`config.mk`:
```
export PLATFORM = sky130hd
export DESIGN_NAME = mem_port_arbiter
export DESIGN_NICKNAME = d
export VERILOG_FILES = /design/src/rtl/mem_port_arbiter.sv
export SDC_FILE = /design/constraint.sdc
export NUM_CORES = 1
export LEC_CHECK = 0
export BUFFER_PORTS_ARGS = -buffer_cell sky130_fd_sc_hd__buf_2
export CORE_UTILIZATION = 50
export CTS_CLUSTER_SIZE = 12
export DETAILED_ROUTE_END_ITERATION = 7
export PLACE_DENSITY_LB_ADDON = 0.05
export SLEW_MARGIN = 20
export SYNTH_ARGS = -nofsm -noshare
export SYNTH_HDL_FRONTEND = slang
export SYNTH_SLANG_ARGS = --single-unit
```
`constraint.sdc`:
```
create_clock -name clk -period 2.24 [get_ports clk]
set_input_delay 0.224 -clock clk [delete_from_list [all_inputs] [get_ports clk]]
set_output_delay 0.224 -clock clk [all_outputs]
set_load 0.01 [all_outputs]
```
`src/rtl/mem_port_arbiter.sv`:
```
// mem_port_arbiter: shares one single-ported word memory between the
// instruction-fetch port and the load/store port of the core.
// Data requests win arbitration. Each accepted request gets one memory
// access cycle (ACCESS), then a one-cycle response pulse (RESP) to its owner.
// Optional build macro ARB_STARVE_GUARD_EN adds a starvation counter. When the
// counter saturates, fetch is forced to win over data.
module mem_port_arbiter #(
  parameter int ADDR_W       = 6,
  parameter int DATA_W       = 32,
  parameter int STARVE_LIMIT = 4
) (
  input  logic              clk,
  input  logic              rst,
  input  logic              if_req,
  input  logic [ADDR_W-1:0] if_addr,
  output logic              if_ready,
  output logic              if_rvalid,
  output logic [DATA_W-1:0] if_rdata,
  input  logic              d_req,
  input  logic              d_we,
  input  logic [ADDR_W-1:0] d_addr,
  input  logic [DATA_W-1:0] d_wdata,
  input  logic [3:0]        d_be,
  output logic              d_ready,
  output logic              d_rvalid,
  output logic [DATA_W-1:0] d_rdata,
  output logic              mem_en,
  output logic              mem_we,
  output logic [ADDR_W-1:0] mem_addr,
  output logic [3:0]        mem_be,
  output logic [DATA_W-1:0] mem_wdata,
  input  logic [DATA_W-1:0] mem_rdata,
  output logic              busy
);

  typedef enum logic [1:0] {
    IDLE,
    ACCESS,
    RESP
  } state_t;

  state_t state;
  state_t state_next;

  // Registered copy of the winning request. lat_owner is 1 for data and 0 for fetch.
  logic [ADDR_W-1:0] lat_addr;
  logic              lat_we;
  logic [3:0]        lat_be;
  logic [DATA_W-1:0] lat_wdata;
  logic              lat_owner;

  // Per-port response registers.
  logic [DATA_W-1:0] if_rdata_q;
  logic [DATA_W-1:0] d_rdata_q;

  logic accept_window;
  logic force_fetch;
  logic accept;

`ifdef ARB_STARVE_GUARD_EN
  localparam int CNT_W = $clog2(STARVE_LIMIT + 1);
  localparam logic [CNT_W-1:0] CNT_MAX = CNT_W'(STARVE_LIMIT);

  logic [CNT_W-1:0] starve_cnt;

  // Count consecutive lost arbitrations of a pending fetch, saturating at the limit.
  always_ff @(posedge clk) begin
    if (rst) begin
      starve_cnt <= '0;
    end else if (!if_req || if_ready) begin
      starve_cnt <= '0;
    end else if (d_ready && (starve_cnt != CNT_MAX)) begin
      starve_cnt <= starve_cnt + 1'b1;
    end
  end

  assign force_fetch = if_req && (starve_cnt == CNT_MAX);
`else
  // Strict data priority: an int limit is never negative, so fetch is never forced.
  assign force_fetch = (STARVE_LIMIT < 0);
`endif

  // New requests are taken in IDLE and RESP, never while reset is held.
  assign accept_window = !rst && ((state == IDLE) || (state == RESP));
  assign accept        = if_ready || d_ready;

  // State register.
  always_ff @(posedge clk) begin
    if (rst) begin
      state <= IDLE;
    end else begin
      state <= state_next;
    end
  end

  // Next-state logic. ACCESS always takes exactly one cycle.
  always_comb begin
    state_next = state;
    case (state)
      IDLE:    state_next = accept ? ACCESS : IDLE;
      ACCESS:  state_next = RESP;
      RESP:    state_next = accept ? ACCESS : IDLE;
      default: state_next = IDLE;
    endcase
  end

  // Output decode: arbitration readies, memory strobes, response pulses.
  always_comb begin
    d_ready   = 1'b0;
    if_ready  = 1'b0;
    mem_en    = 1'b0;
    mem_we    = 1'b0;
    if_rvalid = 1'b0;
    d_rvalid  = 1'b0;
    busy      = (state != IDLE);
    if (accept_window) begin
      if (d_req && !force_fetch) begin
        d_ready = 1'b1;
      end else if (if_req) begin
        if_ready = 1'b1;
      end
    end
    if (state == ACCESS) begin
      mem_en = 1'b1;
      mem_we = lat_we;
    end
    if (state == RESP) begin
      d_rvalid  = lat_owner;
      if_rvalid = !lat_owner;
    end
  end

  // Latch the winning request. Fetch is always a full-word read.
  always_ff @(posedge clk) begin
    if (rst) begin
      lat_addr  <= '0;
      lat_we    <= 1'b0;
      lat_be    <= '0;
      lat_wdata <= '0;
      lat_owner <= 1'b0;
    end else if (d_ready) begin
      lat_addr  <= d_addr;
      lat_we    <= d_we;
      lat_be    <= d_be;
      lat_wdata <= d_wdata;
      lat_owner <= 1'b1;
    end else if (if_ready) begin
      lat_addr  <= if_addr;
      lat_we    <= 1'b0;
      lat_be    <= 4'hF;
      lat_wdata <= '0;
      lat_owner <= 1'b0;
    end
  end

  // Capture read data at the end of ACCESS into the owner's response register.
  always_ff @(posedge clk) begin
    if (rst) begin
      if_rdata_q <= '0;
      d_rdata_q  <= '0;
    end else if (state == ACCESS) begin
      if (lat_owner) begin
        d_rdata_q <= lat_we ? '0 : mem_rdata;
      end else begin
        if_rdata_q <= mem_rdata;
      end
    end
  end

  // The latches only change on acceptance, so memory address, byte enables and
  // write data hold their values outside ACCESS.
  assign mem_addr  = lat_addr;
  assign mem_be    = lat_be;
  assign mem_wdata = lat_wdata;
  assign if_rdata  = if_rdata_q;
  assign d_rdata   = d_rdata_q;

endmodule

```
# ---- Word-level counts from Yosys, hierarchy flattened
# Index checks and enable logic that the tools add are counted.
dict set report totals {
  reg_bits 110
  inputBits 85
  out_inout_bits 113
  word_cells 43
}
dict set report op_classes {
  n_eq_ne 2
  mux 21
  n_bitwise 1
  reduce_logical 11
}
# op n
set op_table {}
lappend op_table {{2-to-1 mux 32 bit} 3}
lappend op_table {{2-to-1 mux 1 bit} 13}
lappend op_table {{2-to-1 mux 6 bit} 2}
lappend op_table {{2-to-1 mux 4 bit} 2}
lappend op_table {{case mux 2 bit (2 select lines)} 1}
lappend op_table {{AND reduction 2 bit} 2}
lappend op_table {{nonzero test 2 bit} 2}
lappend op_table {{== test 2 x 1 -> 1 bit, second input constant} 1}
lappend op_table {{== test 2 bit, second input constant} 1}
lappend op_table {{zero test 1 bit} 2}
lappend op_table {{zero test 2 bit} 1}
lappend op_table {{logical OR 1 bit} 2}
lappend op_table {{OR reduction 2 bit} 1}
lappend op_table {{logical AND 1 bit} 1}
lappend op_table {{inverter 1 bit} 1}

# ---- Longest topological paths before layout
dict set report logic_depth {
  ltp_word 7
  mapped_depth 7
  depth_no_buf 5
}

# ---- Least setup slack after synthesis
# OpenSTA, ideal clock, no wires.
dict set report synth_timing {
  path_type {in2out}
  start {in rst}
  end {out if_ready}
  t_arrival_ns 1.094
  required_time_ns 2.016
  slack_ns 0.922
  stages 5
  n_path_buf 3
  cell_sequence {buf_6 > or2_1 > buf_6 > buf_2 > nor3_1}
}
dict set report synth_between {
  elab_chain_len 3
}
# element line
set synth_rtl {}
lappend synth_rtl {{from (decl)} 13} ;# input logic rst,
lappend synth_rtl {{zero test 1 bit} 84} ;# assign accept_window = !rst && ((state == IDLE) || (state == RESP));
lappend synth_rtl {{logical AND 1 bit} 84}
lappend synth_rtl {{2-to-1 mux 1 bit} 116} ;# if (accept_window) begin
lappend synth_rtl {{to (decl)} 16} ;# output logic if_ready,
# No other way between the ends.

# ---- Worst setup path after layout
dict set report layout_timing {
  start {reg state[0]}
  end {out d_ready}
}
dict set report layout_between {
  elab_chain_len 4
  word_cells_on_any_way 5
  cone_classes {eq/ne (1); mux (1); reduce/logical (3)}
}
# element line
set layout_rtl {}
lappend layout_rtl {{from (decl)} 42} ;# state_t state;
lappend layout_rtl {{from (signal assigned)} 92} ;# state <= state_next;
lappend layout_rtl {{== test 2 bit / zero test 2 bit (equally long branches)} 84}
lappend layout_rtl {{logical OR 1 bit (*)} 84}
lappend layout_rtl {{logical AND 1 bit (*)} 84}
lappend layout_rtl {{2-to-1 mux 1 bit (*)} 116}
lappend layout_rtl {{to (decl)} 24} ;# output logic d_ready,
# Mark *: on every way between the ends. The rest lies on a longest branch, timed or not.

==> metrics.txt <==
first-pass GRT wire length 16800 µm; buffer count from post-CTS setup fixing 0; R2R cell count 4; clock network fraction of design power 0.328; setup repair after global routing missed its margin false; Switching Share 0.254; post-detailed-placement half-perimeter wirelength 7160 µm; cell area after synthesis 4190 µm²; TritonRoute pass-1 iters 4; Final Cycle Share 0.902; Final Max Slew Viols 0; total die area 8740 µm²; class of the worst hold path in2reg; count of inserted antenna diode cells 0; multi-input combinational cell area 1710 µm²; storage element area 2200 µm²; number of warnings printed during yosys synthesis 0; antenna violations before repair 0; Worst Path Max Fanout 34; Final min period 2020 ps; sequential share of the synthesized area 0.526; total negative setup slack 0 ps; biggest area consumer among synthesized cells dfxtp_1; max cap viols 0; critical-path cell with the highest stage delay dfxtp_1; worst slew margin relative to its limit 0.536; net switching power 0.980 mW; Final GP Congestion 0.735; Final Hold Viols 0; area share of the largest cell type after synthesis 0.526; gr usage total 0.245; Synth Net Count 574; per-cell routed wire length 13.7 µm; Yosys reg bits 110; total wire length 10600 µm; FP Rows 33; ANT nets after route 0; residual overflow from global routing 0; synthesized area per cell 8.56 µm²; IO buf count 197; share of power burned in combinational logic 0.129; clock transition time at the flip-flop clock pins of the worst setup and hold paths 100 ps; starting density of the core 0.512; total CTS buffers 9; H-tree depth 3; chip width 93.5 µm; final core utilization 0.650; result of the run complete, no violations; number of filler cells placed in the layout 741; delay of the slowest cell on the worst path 530 ps; Arrival @ worst endpoint 1800 ps; synth top area cells dfxtp_1 (53%), a21oi_1 (12%), nand2_1 (12%), nand3b_1 (5.9%), o21ai_0 (3.7%); vertical die dimension 93.5 µm; critical path startpoint category register; num ports 198; latest clock arrival within the worst-skew pair 360 ps; Hold Path Depth 3; sort of element at the end of the critical path primary output; Slew @ Worst Pin 696 ps; signed area change from the synthesized netlist to the final layout 27.0%; Root Buffer clkbuf_8; critical setup path kind reg2out; power per cell area 726 nW/µm²; Req. time, crit path 2020 ps; final hold slack 96.5 ps; CTS hold repair buffers 0; CTS tree yes; peak ir drop on the vdd network 358 µV; distinct cell type count of the synthesized netlist 30; area of the core region 8180 µm²; via count of the routed design 3974; pin count of the biggest net entering global routing 71; number of global-route vias before repair 3628; f_max 0.495 GHz; Cell Int Power 2.88 mW; Vias/cell 5.15; total leakage power 2.38 nW; number of design-rule violations left by the first detailed-router iteration 111; layout cells sized above 1 0.344; Final Setup Violations 0; synthesized instance count 489; final-stage net count 747; CTS sink count 110; buffer depth of the longest clock path 2; final clock skew 17.3 ps; proportion of power drawn by flip-flops and latches 0.543; series of cell instances along the critical path nor2_4 > nand2_2 > clkinv_2 > buf_2; post-route DRC violation count 0
-- worst max-delay path: cells and delay by family, from the launching register on --
kind	cells	cell delay, ps
and+or+nand+nor	2	260
buffers and inverters	2	660
DFF	1	530
-- sequential cells by signal, summed over array words and instances (netlist names) --
signal	cells
d_rdata	32
if_rdata	32
mem_wdata	32
mem_addr	6
mem_be	4
state	2
lat_owner	1
lat_we	1
-- power groups by stage --
| stage | Combinational (mW) | Clock, mW | Sequential (mW) |
|---|---|---|---|
| 2_1_floorplan | 0.260 | 0 | 2.18 |
| 3_3_place_gp | 0.492 | 0 | 2.14 |
| 3_5_place_dp | 0.502 | 0 | 2.14 |
| 4_1_cts | 0.503 | 1.29 | 2.10 |
| 5_1_grt | 0.555 | 1.39 | 2.11 |
| 6_report | 0.498 | 1.27 | 2.10 |
-- metrics by stage --
step	area [µm²]	power [mW]	cells	setup WS, ps
floorplan	4190	2.44	489	922
global route	5320	4.05	771	24.7
detailed placement	5100	2.64	756	221
CTS	5320	3.89	771	175
global placement	5100	2.63	756	312
finish	5320	3.86	771	219
-- kinds of logic (layout without fill, tap and decap cells) --
logic type,count (synthesis),in the layout,synth area share
flops,110,110,0.526
compound gates,148,148,0.186
mux,6,6,0.0143
simple gates,179,179,0.207
buf+inv,46,223,0.0657
-- cells in the mapped netlist --
cell type and count:
a211oi_1 6, a21oi_1 104, and2_1 2, and3b_1 2, buf_2 11, buf_4 5, buf_6 9, clkbuf_1 17
clkbuf_2 1, clkinv_2 1, dfxtp_1 110, inv_1 2, mux2i_1 6, nand2_1 129, nand2_2 1, nand2b_1 1
nand3b_1 33, nor2_2 1, nor2_4 2, nor2b_1 1, nor3_1 1, nor3b_1 1, nor3b_4 1, o21ai_0 31
o21ai_1 3, o221a_1 3, o221a_2 1, or2_1 1, or2_2 2, or3b_1 1
-- layout make-up --
| class | count | share of cell area |
|---|---|---|
| flip-flops and latches | 110 | 0.414 |
| multi-input cells | 333 | 0.322 |
| repair buffers | 205 | 0.197 |
| well taps | 105 | 0.0247 |
| clock buffers | 10 | 0.0240 |
| clock inverters | 5 | 0.0158 |
| inverters | 3 | 0.00235 |
-- metal layers --
metal | track usage | vias to the layer above | share of wire
met2 | 0.407 | 135 | 0.48
met4 | 0.0987 | 0 | 0.023
li1 | - | 1983 | -
met1 | 0.291 | 1839 | 0.42
met5 | 0 | - | 0
met3 | 0.0797 | 17 | 0.075
-- final timing paths --
kind                from       endpoint  slack [ps]
min          d_wdata[24]  mem_wdata[24]         100
max             state[0]        d_ready         220
max reg2reg     state[0]   if_rdata[17]         500
min reg2reg  d_rdata[13]    d_rdata[13]         450
-- cell usage in the layout, fill, tap and decap left out, drive strengths merged --
master	count
a211oi	6
a21oi	104
and2	2
and3b	2
buf	205
bufinv	2
clkbuf	10
clkinv	1
clkinvlp	2
dfxtp	110
inv	3
mux2i	6
nand2	130
nand2b	1
nand3b	33
nor2	3
nor2b	1
nor3	1
nor3b	2
o21ai	34
o221a	4
or2	3
or3b	1
-- repair_timing --
item,in CTS,in global routing
hold endpoints to repair,0,0
setup endpoints to repair,1,0
resized for setup,1,0
(Power assumes the default switching activity.)
